**src/rtl/mips_multicycle_controller_pkg.sv**
```systemverilog
// mips_mc_pkg: shared types and constants for the multicycle MIPS controller.
//   statetype   - FSM state encoding (FETCH..JEX, plus TRAP for the illegal-op trap build)
//   OP_*        - primary opcodes recognised in DECODE
//   ALUOP_*     - internal main-decoder to ALU-decoder selector
//   ALU_*       - ALU control codes driven to the datapath
//   FUNCT_*     - R-type funct codes
// Build option: MC_ILLEGAL_TRAP_EN selects whether TRAP is ever entered (see mc_maindec).
package mips_mc_pkg;

    typedef enum logic [3:0] {
        FETCH,
        DECODE,
        MEMADR,
        MEMRD,
        MEMWB,
        MEMWR,
        RTYPEEX,
        RTYPEWB,
        BEQEX,
        BGEEX,
        ADDIEX,
        ADDIWB,
        JEX,
        TRAP
    } statetype;

    // The controller always restarts instruction sequencing from FETCH.
    localparam statetype RESET_STATE = FETCH;

    localparam logic [5:0] OP_LW    = 6'b100011;
    localparam logic [5:0] OP_SW    = 6'b101011;
    localparam logic [5:0] OP_RTYPE = 6'b000000;
    localparam logic [5:0] OP_BEQ   = 6'b000100;
    localparam logic [5:0] OP_BGE   = 6'b110000;
    localparam logic [5:0] OP_ADDI  = 6'b001000;
    localparam logic [5:0] OP_J     = 6'b000010;

    localparam logic [1:0] ALUOP_ADD   = 2'b00;
    localparam logic [1:0] ALUOP_SUB   = 2'b01;
    localparam logic [1:0] ALUOP_FUNCT = 2'b10;

    localparam logic [2:0] ALU_ADD = 3'b010;
    localparam logic [2:0] ALU_SUB = 3'b110;
    localparam logic [2:0] ALU_AND = 3'b000;
    localparam logic [2:0] ALU_OR  = 3'b001;
    localparam logic [2:0] ALU_SLT = 3'b111;

    localparam logic [5:0] FUNCT_ADD = 6'b100000;
    localparam logic [5:0] FUNCT_SUB = 6'b100010;
    localparam logic [5:0] FUNCT_AND = 6'b100100;
    localparam logic [5:0] FUNCT_OR  = 6'b100101;
    localparam logic [5:0] FUNCT_SLT = 6'b101010;

    // True for every opcode the controller knows how to sequence.
    function automatic logic is_known_op(input logic [5:0] op);
        return (op == OP_LW) || (op == OP_SW) || (op == OP_RTYPE) ||
               (op == OP_BEQ) || (op == OP_BGE) || (op == OP_ADDI) ||
               (op == OP_J);
    endfunction

endpackage

```
**src/rtl/mips_multicycle_controller_aludec.sv**
```systemverilog
// aludec: maps the main decoder's aluop plus the R-type funct field onto the
// 3-bit ALU control code.
//   funct      in  6  IR[5:0]
//   aluop      in  2  00 add, 01 sub, 10 decode funct
//   alucontrol out 3  ALU operation select
module aludec
    import mips_mc_pkg::*;
(
    input  logic [5:0] funct,
    input  logic [1:0] aluop,
    output logic [2:0] alucontrol
);

    // Unrecognised funct codes leave the ALU operation undefined; the
    // write-back still happens, so software must not rely on the result.
    always_comb begin
        alucontrol = 3'bxxx;
        case (aluop)
            ALUOP_ADD: alucontrol = ALU_ADD;
            ALUOP_SUB: alucontrol = ALU_SUB;
            default: begin
                case (funct)
                    FUNCT_ADD: alucontrol = ALU_ADD;
                    FUNCT_SUB: alucontrol = ALU_SUB;
                    FUNCT_AND: alucontrol = ALU_AND;
                    FUNCT_OR:  alucontrol = ALU_OR;
                    FUNCT_SLT: alucontrol = ALU_SLT;
                    default:   alucontrol = 3'bxxx;
                endcase
            end
        endcase
    end

endmodule

```
**src/rtl/mips_multicycle_controller_maindec.sv**
```systemverilog
// mc_maindec: state machine of the multicycle controller plus the per-state
// decode of every datapath enable and mux select.
//   clk, reset        - clock, synchronous active-high reset
//   op                - IR[31:26]
//   pcwrite/branch/branchge - PC update requests (combined into pcen by the top)
//   memwrite, irwrite, regwrite - write strobes
//   alusrca, alusrcb, pcsrc, iord, memtoreg, regdst - mux selects
//   aluop             - to aludec
//   instr_done        - high on the final cycle of each instruction
//   illegal_op        - sticky trap flag (MC_ILLEGAL_TRAP_EN builds only)
// Build option: with MC_ILLEGAL_TRAP_EN defined an unknown opcode parks the
// FSM in TRAP until reset; otherwise it retires as a two-cycle NOP.
module mc_maindec
    import mips_mc_pkg::*;
(
    input  logic       clk,
    input  logic       reset,
    input  logic [5:0] op,
    output logic       pcwrite,
    output logic       branch,
    output logic       branchge,
    output logic       memwrite,
    output logic       irwrite,
    output logic       regwrite,
    output logic       alusrca,
    output logic [1:0] alusrcb,
    output logic [1:0] pcsrc,
    output logic       iord,
    output logic       memtoreg,
    output logic       regdst,
    output logic [1:0] aluop,
    output logic       instr_done,
    output logic       illegal_op
);

    statetype state, nextstate;

    always_ff @(posedge clk) begin
        if (reset) state <= RESET_STATE;
        else       state <= nextstate;
    end

    always_comb begin
        nextstate = FETCH;
        case (state)
            FETCH:   nextstate = DECODE;
            DECODE: begin
                case (op)
                    OP_LW, OP_SW: nextstate = MEMADR;
                    OP_RTYPE:     nextstate = RTYPEEX;
                    OP_BEQ:       nextstate = BEQEX;
                    OP_BGE:       nextstate = BGEEX;
                    OP_ADDI:      nextstate = ADDIEX;
                    OP_J:         nextstate = JEX;
`ifdef MC_ILLEGAL_TRAP_EN
                    default:      nextstate = TRAP;
`else
                    default:      nextstate = FETCH;
`endif
                endcase
            end
            MEMADR:  nextstate = (op == OP_LW) ? MEMRD : MEMWR;
            MEMRD:   nextstate = MEMWB;
            RTYPEEX: nextstate = RTYPEWB;
            ADDIEX:  nextstate = ADDIWB;
`ifdef MC_ILLEGAL_TRAP_EN
            TRAP:    nextstate = TRAP;
`endif
            // Last cycles of every instruction, and any stray encoding, return to FETCH.
            default: nextstate = FETCH;
        endcase
    end

    // Moore output decode. Write strobes and PC requests are suppressed while
    // reset is high so an instruction aborted by reset leaves no partial effect.
    always_comb begin
        pcwrite    = 1'b0;
        branch     = 1'b0;
        branchge   = 1'b0;
        memwrite   = 1'b0;
        irwrite    = 1'b0;
        regwrite   = 1'b0;
        alusrca    = 1'b0;
        alusrcb    = 2'b00;
        pcsrc      = 2'b00;
        iord       = 1'b0;
        memtoreg   = 1'b0;
        regdst     = 1'b0;
        aluop      = ALUOP_ADD;
        instr_done = 1'b0;
        case (state)
            FETCH: begin
                alusrcb = 2'b01;
                irwrite = 1'b1;
                pcwrite = 1'b1;
            end
            DECODE: begin
                // Branch target is precomputed into ALUOut here.
                alusrcb = 2'b11;
`ifndef MC_ILLEGAL_TRAP_EN
                instr_done = ~is_known_op(op);
`endif
            end
            MEMADR: begin
                alusrca = 1'b1;
                alusrcb = 2'b10;
            end
            MEMRD: begin
                iord = 1'b1;
            end
            MEMWB: begin
                memtoreg   = 1'b1;
                regwrite   = 1'b1;
                instr_done = 1'b1;
            end
            MEMWR: begin
                iord       = 1'b1;
                memwrite   = 1'b1;
                instr_done = 1'b1;
            end
            RTYPEEX: begin
                alusrca = 1'b1;
                aluop   = ALUOP_FUNCT;
            end
            RTYPEWB: begin
                regdst     = 1'b1;
                regwrite   = 1'b1;
                instr_done = 1'b1;
            end
            BEQEX: begin
                alusrca    = 1'b1;
                aluop      = ALUOP_SUB;
                pcsrc      = 2'b01;
                branch     = 1'b1;
                instr_done = 1'b1;
            end
            BGEEX: begin
                alusrca    = 1'b1;
                aluop      = ALUOP_SUB;
                pcsrc      = 2'b01;
                branchge   = 1'b1;
                instr_done = 1'b1;
            end
            ADDIEX: begin
                alusrca = 1'b1;
                alusrcb = 2'b10;
            end
            ADDIWB: begin
                regwrite   = 1'b1;
                instr_done = 1'b1;
            end
            JEX: begin
                pcsrc      = 2'b10;
                pcwrite    = 1'b1;
                instr_done = 1'b1;
            end
            default: ;
        endcase
        if (reset) begin
            pcwrite    = 1'b0;
            branch     = 1'b0;
            branchge   = 1'b0;
            memwrite   = 1'b0;
            irwrite    = 1'b0;
            regwrite   = 1'b0;
            instr_done = 1'b0;
        end
    end

`ifdef MC_ILLEGAL_TRAP_EN
    logic illegal_q;

    // Set on entry to TRAP, so the flag is already high in the first TRAP cycle.
    always_ff @(posedge clk) begin
        if (reset)                  illegal_q <= 1'b0;
        else if (nextstate == TRAP) illegal_q <= 1'b1;
    end

    assign illegal_op = illegal_q;
`else
    assign illegal_op = 1'b0;
`endif

endmodule

```
**src/rtl/mips_multicycle_controller.sv**
```systemverilog
// mips_multicycle_controller: control unit for the shared-memory multicycle
// MIPS datapath. Sequences lw, sw, R-type, beq, bge, addi and j over 3-5 cycles.
//   clk, reset   - clock, synchronous active-high reset
//   op, funct    - IR[31:26], IR[5:0]
//   zero, bge    - datapath compare flags used by beq / bge
//   pcen, memwrite, irwrite, regwrite - write enables
//   alusrca, alusrcb, pcsrc, iord, memtoreg, regdst, alucontrol - datapath selects
//   instr_done   - one-cycle pulse on the last cycle of each instruction
//   illegal_op   - sticky illegal-opcode flag
// Build option: MC_ILLEGAL_TRAP_EN enables the illegal-opcode TRAP state.
module mips_multicycle_controller
    import mips_mc_pkg::*;
(
    input  logic       clk,
    input  logic       reset,
    input  logic [5:0] op,
    input  logic [5:0] funct,
    input  logic       zero,
    input  logic       bge,
    output logic       pcen,
    output logic       memwrite,
    output logic       irwrite,
    output logic       regwrite,
    output logic       alusrca,
    output logic [1:0] alusrcb,
    output logic [1:0] pcsrc,
    output logic       iord,
    output logic       memtoreg,
    output logic       regdst,
    output logic [2:0] alucontrol,
    output logic       instr_done,
    output logic       illegal_op
);

    logic       pcwrite;
    logic       branch;
    logic       branchge;
    logic [1:0] aluop;

    mc_maindec u_maindec (
        .clk        (clk),
        .reset      (reset),
        .op         (op),
        .pcwrite    (pcwrite),
        .branch     (branch),
        .branchge   (branchge),
        .memwrite   (memwrite),
        .irwrite    (irwrite),
        .regwrite   (regwrite),
        .alusrca    (alusrca),
        .alusrcb    (alusrcb),
        .pcsrc      (pcsrc),
        .iord       (iord),
        .memtoreg   (memtoreg),
        .regdst     (regdst),
        .aluop      (aluop),
        .instr_done (instr_done),
        .illegal_op (illegal_op)
    );

    aludec u_aludec (
        .funct      (funct),
        .aluop      (aluop),
        .alucontrol (alucontrol)
    );

    // Conditional branches only take effect when their datapath flag agrees.
    assign pcen = pcwrite | (branch & zero) | (branchge & bge);

endmodule

```
**config.mk**
```make
export PLATFORM = sky130hd
export DESIGN_NAME = mips_multicycle_controller
export DESIGN_NICKNAME = d
export VERILOG_FILES = /design/src/rtl/mips_multicycle_controller_pkg.sv /design/src/rtl/mips_multicycle_controller_aludec.sv /design/src/rtl/mips_multicycle_controller_maindec.sv /design/src/rtl/mips_multicycle_controller.sv
export SDC_FILE = /design/constraint.sdc
export NUM_CORES = 1
export LEC_CHECK = 0
export ABC_AREA = 1
export BUFFER_PORTS_ARGS = -buffer_cell sky130_fd_sc_hd__buf_2
export CAP_MARGIN = 20
export CELL_PAD_IN_SITES_DETAIL_PLACEMENT = 1
export CELL_PAD_IN_SITES_GLOBAL_PLACEMENT = 2
export CORE_MARGIN = 2
export CORE_UTILIZATION = 21
export CTS_BUF_LIST = sky130_fd_sc_hd__clkbuf_4
export CTS_CLUSTER_SIZE = 40
export DETAILED_ROUTE_END_ITERATION = 12
export PLACE_DENSITY = 0.78
export SYNTH_ARGS = -nofsm -noshare
export SYNTH_HDL_FRONTEND = slang
export SYNTH_HIERARCHICAL = 1
export SYNTH_SLANG_ARGS = --single-unit
```
**constraint.sdc**
```tcl
create_clock -name clk -period 1.6 [get_ports clk]
set_input_delay 0.32 -clock clk [delete_from_list [all_inputs] [get_ports clk]]
set_output_delay 0.32 -clock clk [all_outputs]
set_load 0.02 [all_outputs]
```
==> flow_summary.json <==
{
  "r2r_slack_ns": 0.30,
  "clock_skew_ns": 0.00407,
  "ir_drop_mv": 0.271,
  "finalHoldViolations": 0,
  "ys_seq_elements": 4,
  "yosysMostFrequentCell": "nor2_1",
  "crit_fanout": 5,
  "clock_latency_ns": 0.24,
  "gr-total-overflow": 0,
  "setup_violations": 10,
  "power_density_mw_per_mm2": 350,
  "synth_top_cell_by_area": "nor2_1",
  "placed_area_um2": 876,
  "port_buffers": 31,
  "drt_iter0_drc": 17,
  "grt_use_total_pct": 14.8,
  "drive_gt1_share_pct": 53.4,
  "drt-wirelength-per-cell_um": 12.9,
  "grt_pass1_vias": 952,
  "cts_buffers": 3,
  "start_util_pct": 21.9,
  "criticalPathCategory": "register to primary output",
  "cts_tree": "done",
  "violations": "negative setup slack",
  "seq_area_frac_synth_pct": 12.0,
  "async_flop_share_pct": 0,
  "place_inst": 206,
  "synth_ff_type": "dfxtp_1",
  "io_pins": 33,
  "antenna_found_initial": 0,
  "routed_wl_um": 2840,
  "fill_cells": 422,
  "fin_crit_ns": 1.75,
  "ctsHoldBuffers": 0,
  "synth_warnings": 6,
  "die_area_mm2": 0.00366,
  "crit_path_max_incr_delay_ns": 0.40,
  "hp-class": "input pin to register",
  "period_share_pct": 109,
  "worstPathCellList": "inv_4 -> nor2_4 -> inv_2 -> nor2_4 -> nor3_1 -> or2_1 -> inv_1 -> buf_6",
  "final_cells": 220,
  "gp_congestion": 0.830,
  "syn_nets": 148,
  "htree_num_levels": 1,
  "syn2layout_area_growth_pct": 77.6,
  "cp-end-kind": "primary output",
  "rows": 20,
  "cts_sinks": 4,
  "cp_slowest_cell": "dfxtp_4",
  "synth_edf_count": 0,
  "cp.depth": 8,
  "hold_depth": 3,
  "required_ns": 1.28,
  "cap_violations": 0,
  "multi_input_area_um2": 558,
  "syn_inst": 132,
  "coreArea_mm2": 0.00305,
  "finalSetupTns_ns": -0.746,
  "fmax_ghz": 0.572,
  "regArea_um2": 95.1,
  "chipHeight_um": 60.5,
  "r2r_cells": 9,
  "synth_top_cells_by_count": "27 x nor2_1, 26 x nand2_1, 20 x inv_1, 12 x nand3_1, 9 x nor2_2",
  "synth_top_area_share_pct": 15.1,
  "crit_buf_inv": 4,
  "reg_top3": "u_maindec/state (4)",
  "viasPerCell": 4.45,
  "grt_max_degree": 9,
  "fin_hold_ws_ns": 0.524,
  "crit_top_cell": "nor2_4",
  "first_pass_iters": 2,
  "syn-cell-area_um2": 669,
  "arrival_ns": 1.43,
  "finalInstanceArea_mm2": 0.00119,
  "vias": 979,
  "largest-register": "u_maindec/state",
  "die_w_um": 60.5,
  "leakage_nw": 0.624,
  "nNetsFinal": 194,
  "critPathTopFamily": "simple AND/OR/NAND/NOR gates",
  "root_buffer": "clkbuf_4",
  "diodes": 0,
  "yosys-top-cells-area": "nor2_1 15%, nand2_1 15%, dfxtp_1 12%, inv_1 11%, nand3_1 9.0%",
  "fin_ws_ns": -0.148,
  "largest_register_ffs": 4,
  "syn_avg_cell_area_um2": 5.07,
  "rsz0062_at_grt": "yes",
  "grt_pass1_wl_um": 4100,
  "startpoint_type": "register",
  "dpl.hpwl_um": 1890,
  "clkTransAtPathRegs_ns": 0.04,
  "synth_cell_types": 24,
  "outcome": "finished with violations",
  "drtAntennaViolNets": 0,
  "slew_viol_final": 0,
  "cts.path.max_buffers": 2,
  "drc_errors": 0
}
-- worst register-to-register path: cells and delay by family, from the launching register on --
| kind | cells | cell delay [ns] |
|---|---|---|
| AND/OR/NAND/NOR | 4 | 0.39 |
| AO/OA/AOI/OAI | 1 | 0.14 |
| flip-flops | 1 | 0.35 |
| buffers and inverters | 4 | 0.34 |
-- timing repair --
item	4_1_cts	5_1_grt
endpoints found under the hold margin	0	0
endpoints found under the setup margin	10	11
pin swaps	7	7
resized for setup	43	21
buffers inserted	5	6
-- power by group --
part	total, W	switching [W]	internal, W
sequential	0.000106	0.00000745	0.0000991
combinational	0.000180	0.000106	0.0000747
clock	0.000129	0.0000448	0.0000841
-- logic make-up after synthesis --
family / Yosys count / share of synthesized area, %
AO/OA/AOI/OAI: 11 / 9.91
other: 1 / 0.560
AND/OR/NAND/NOR: 84 / 57.9
flip-flops: 4 / 12.0
buffers and inverters: 32 / 19.6
-- routing by layer --
| metal | global-route usage (%) | vias up | share of wire, % |
|---|---|---|---|
| li1 | - | 489 | - |
| met1 | 16.8 | 463 | 40 |
| met2 | 28.1 | 19 | 56 |
| met3 | 1.71 | 8 | 3.0 |
| met4 | 5.59 | 0 | 1.9 |
| met5 | 0 | - | 0 |
-- path summary, 6_finish.rpt --
| kind | start | to |
|---|---|---|
| worst max-delay path | u_maindec/state[2] | regwrite |
| worst min register to register | u_maindec/state[2] | u_maindec/state[3] |
| worst max register to register | u_maindec/state[3] | u_maindec/state[1] |
| worst min-delay path | reset | u_maindec/state[1] |
-- final cells by class --
type | count | area share, %
multi-input combinational | 96 | 46.9
timing repair buffer | 45 | 28.8
inverter | 28 | 9.68
sequential | 4 | 8.00
tap | 44 | 4.63
clock buffer | 3 | 1.89
-- placed cells by master, fill, tap and decap left out, types with 2 or more instances in the layout --
master / n
nand3_1: 11
inv_4: 4
nand2_1: 20
buf_2: 21
nor2_1: 22
clkbuf_4: 3
o21ai_0: 2
inv_1: 17
nand3_2: 2
nor2_4: 9
buf_6: 12
buf_4: 11
dfxtp_4: 4
inv_2: 7
nor2_2: 6
o21ai_2: 2
a21oi_1: 3
nor3_1: 3
nand2_2: 6
-- metrics by stage --
step | utilization, % | total power, W | worst slack (ns)
6_report | 38.9 | 0.000416 | -0.148
5_1_grt | 38.9 | 0.000446 | -0.249
4_1_cts | 34.6 | 0.000413 | -0.133
3_5_place_dp | 28.7 | 0.000247 | -0.00503
3_3_place_gp | 28.7 | 0.000243 | -0.0357
2_1_floorplan | - | 0.000190 | 0.0216
(Power assumes the default switching activity.)
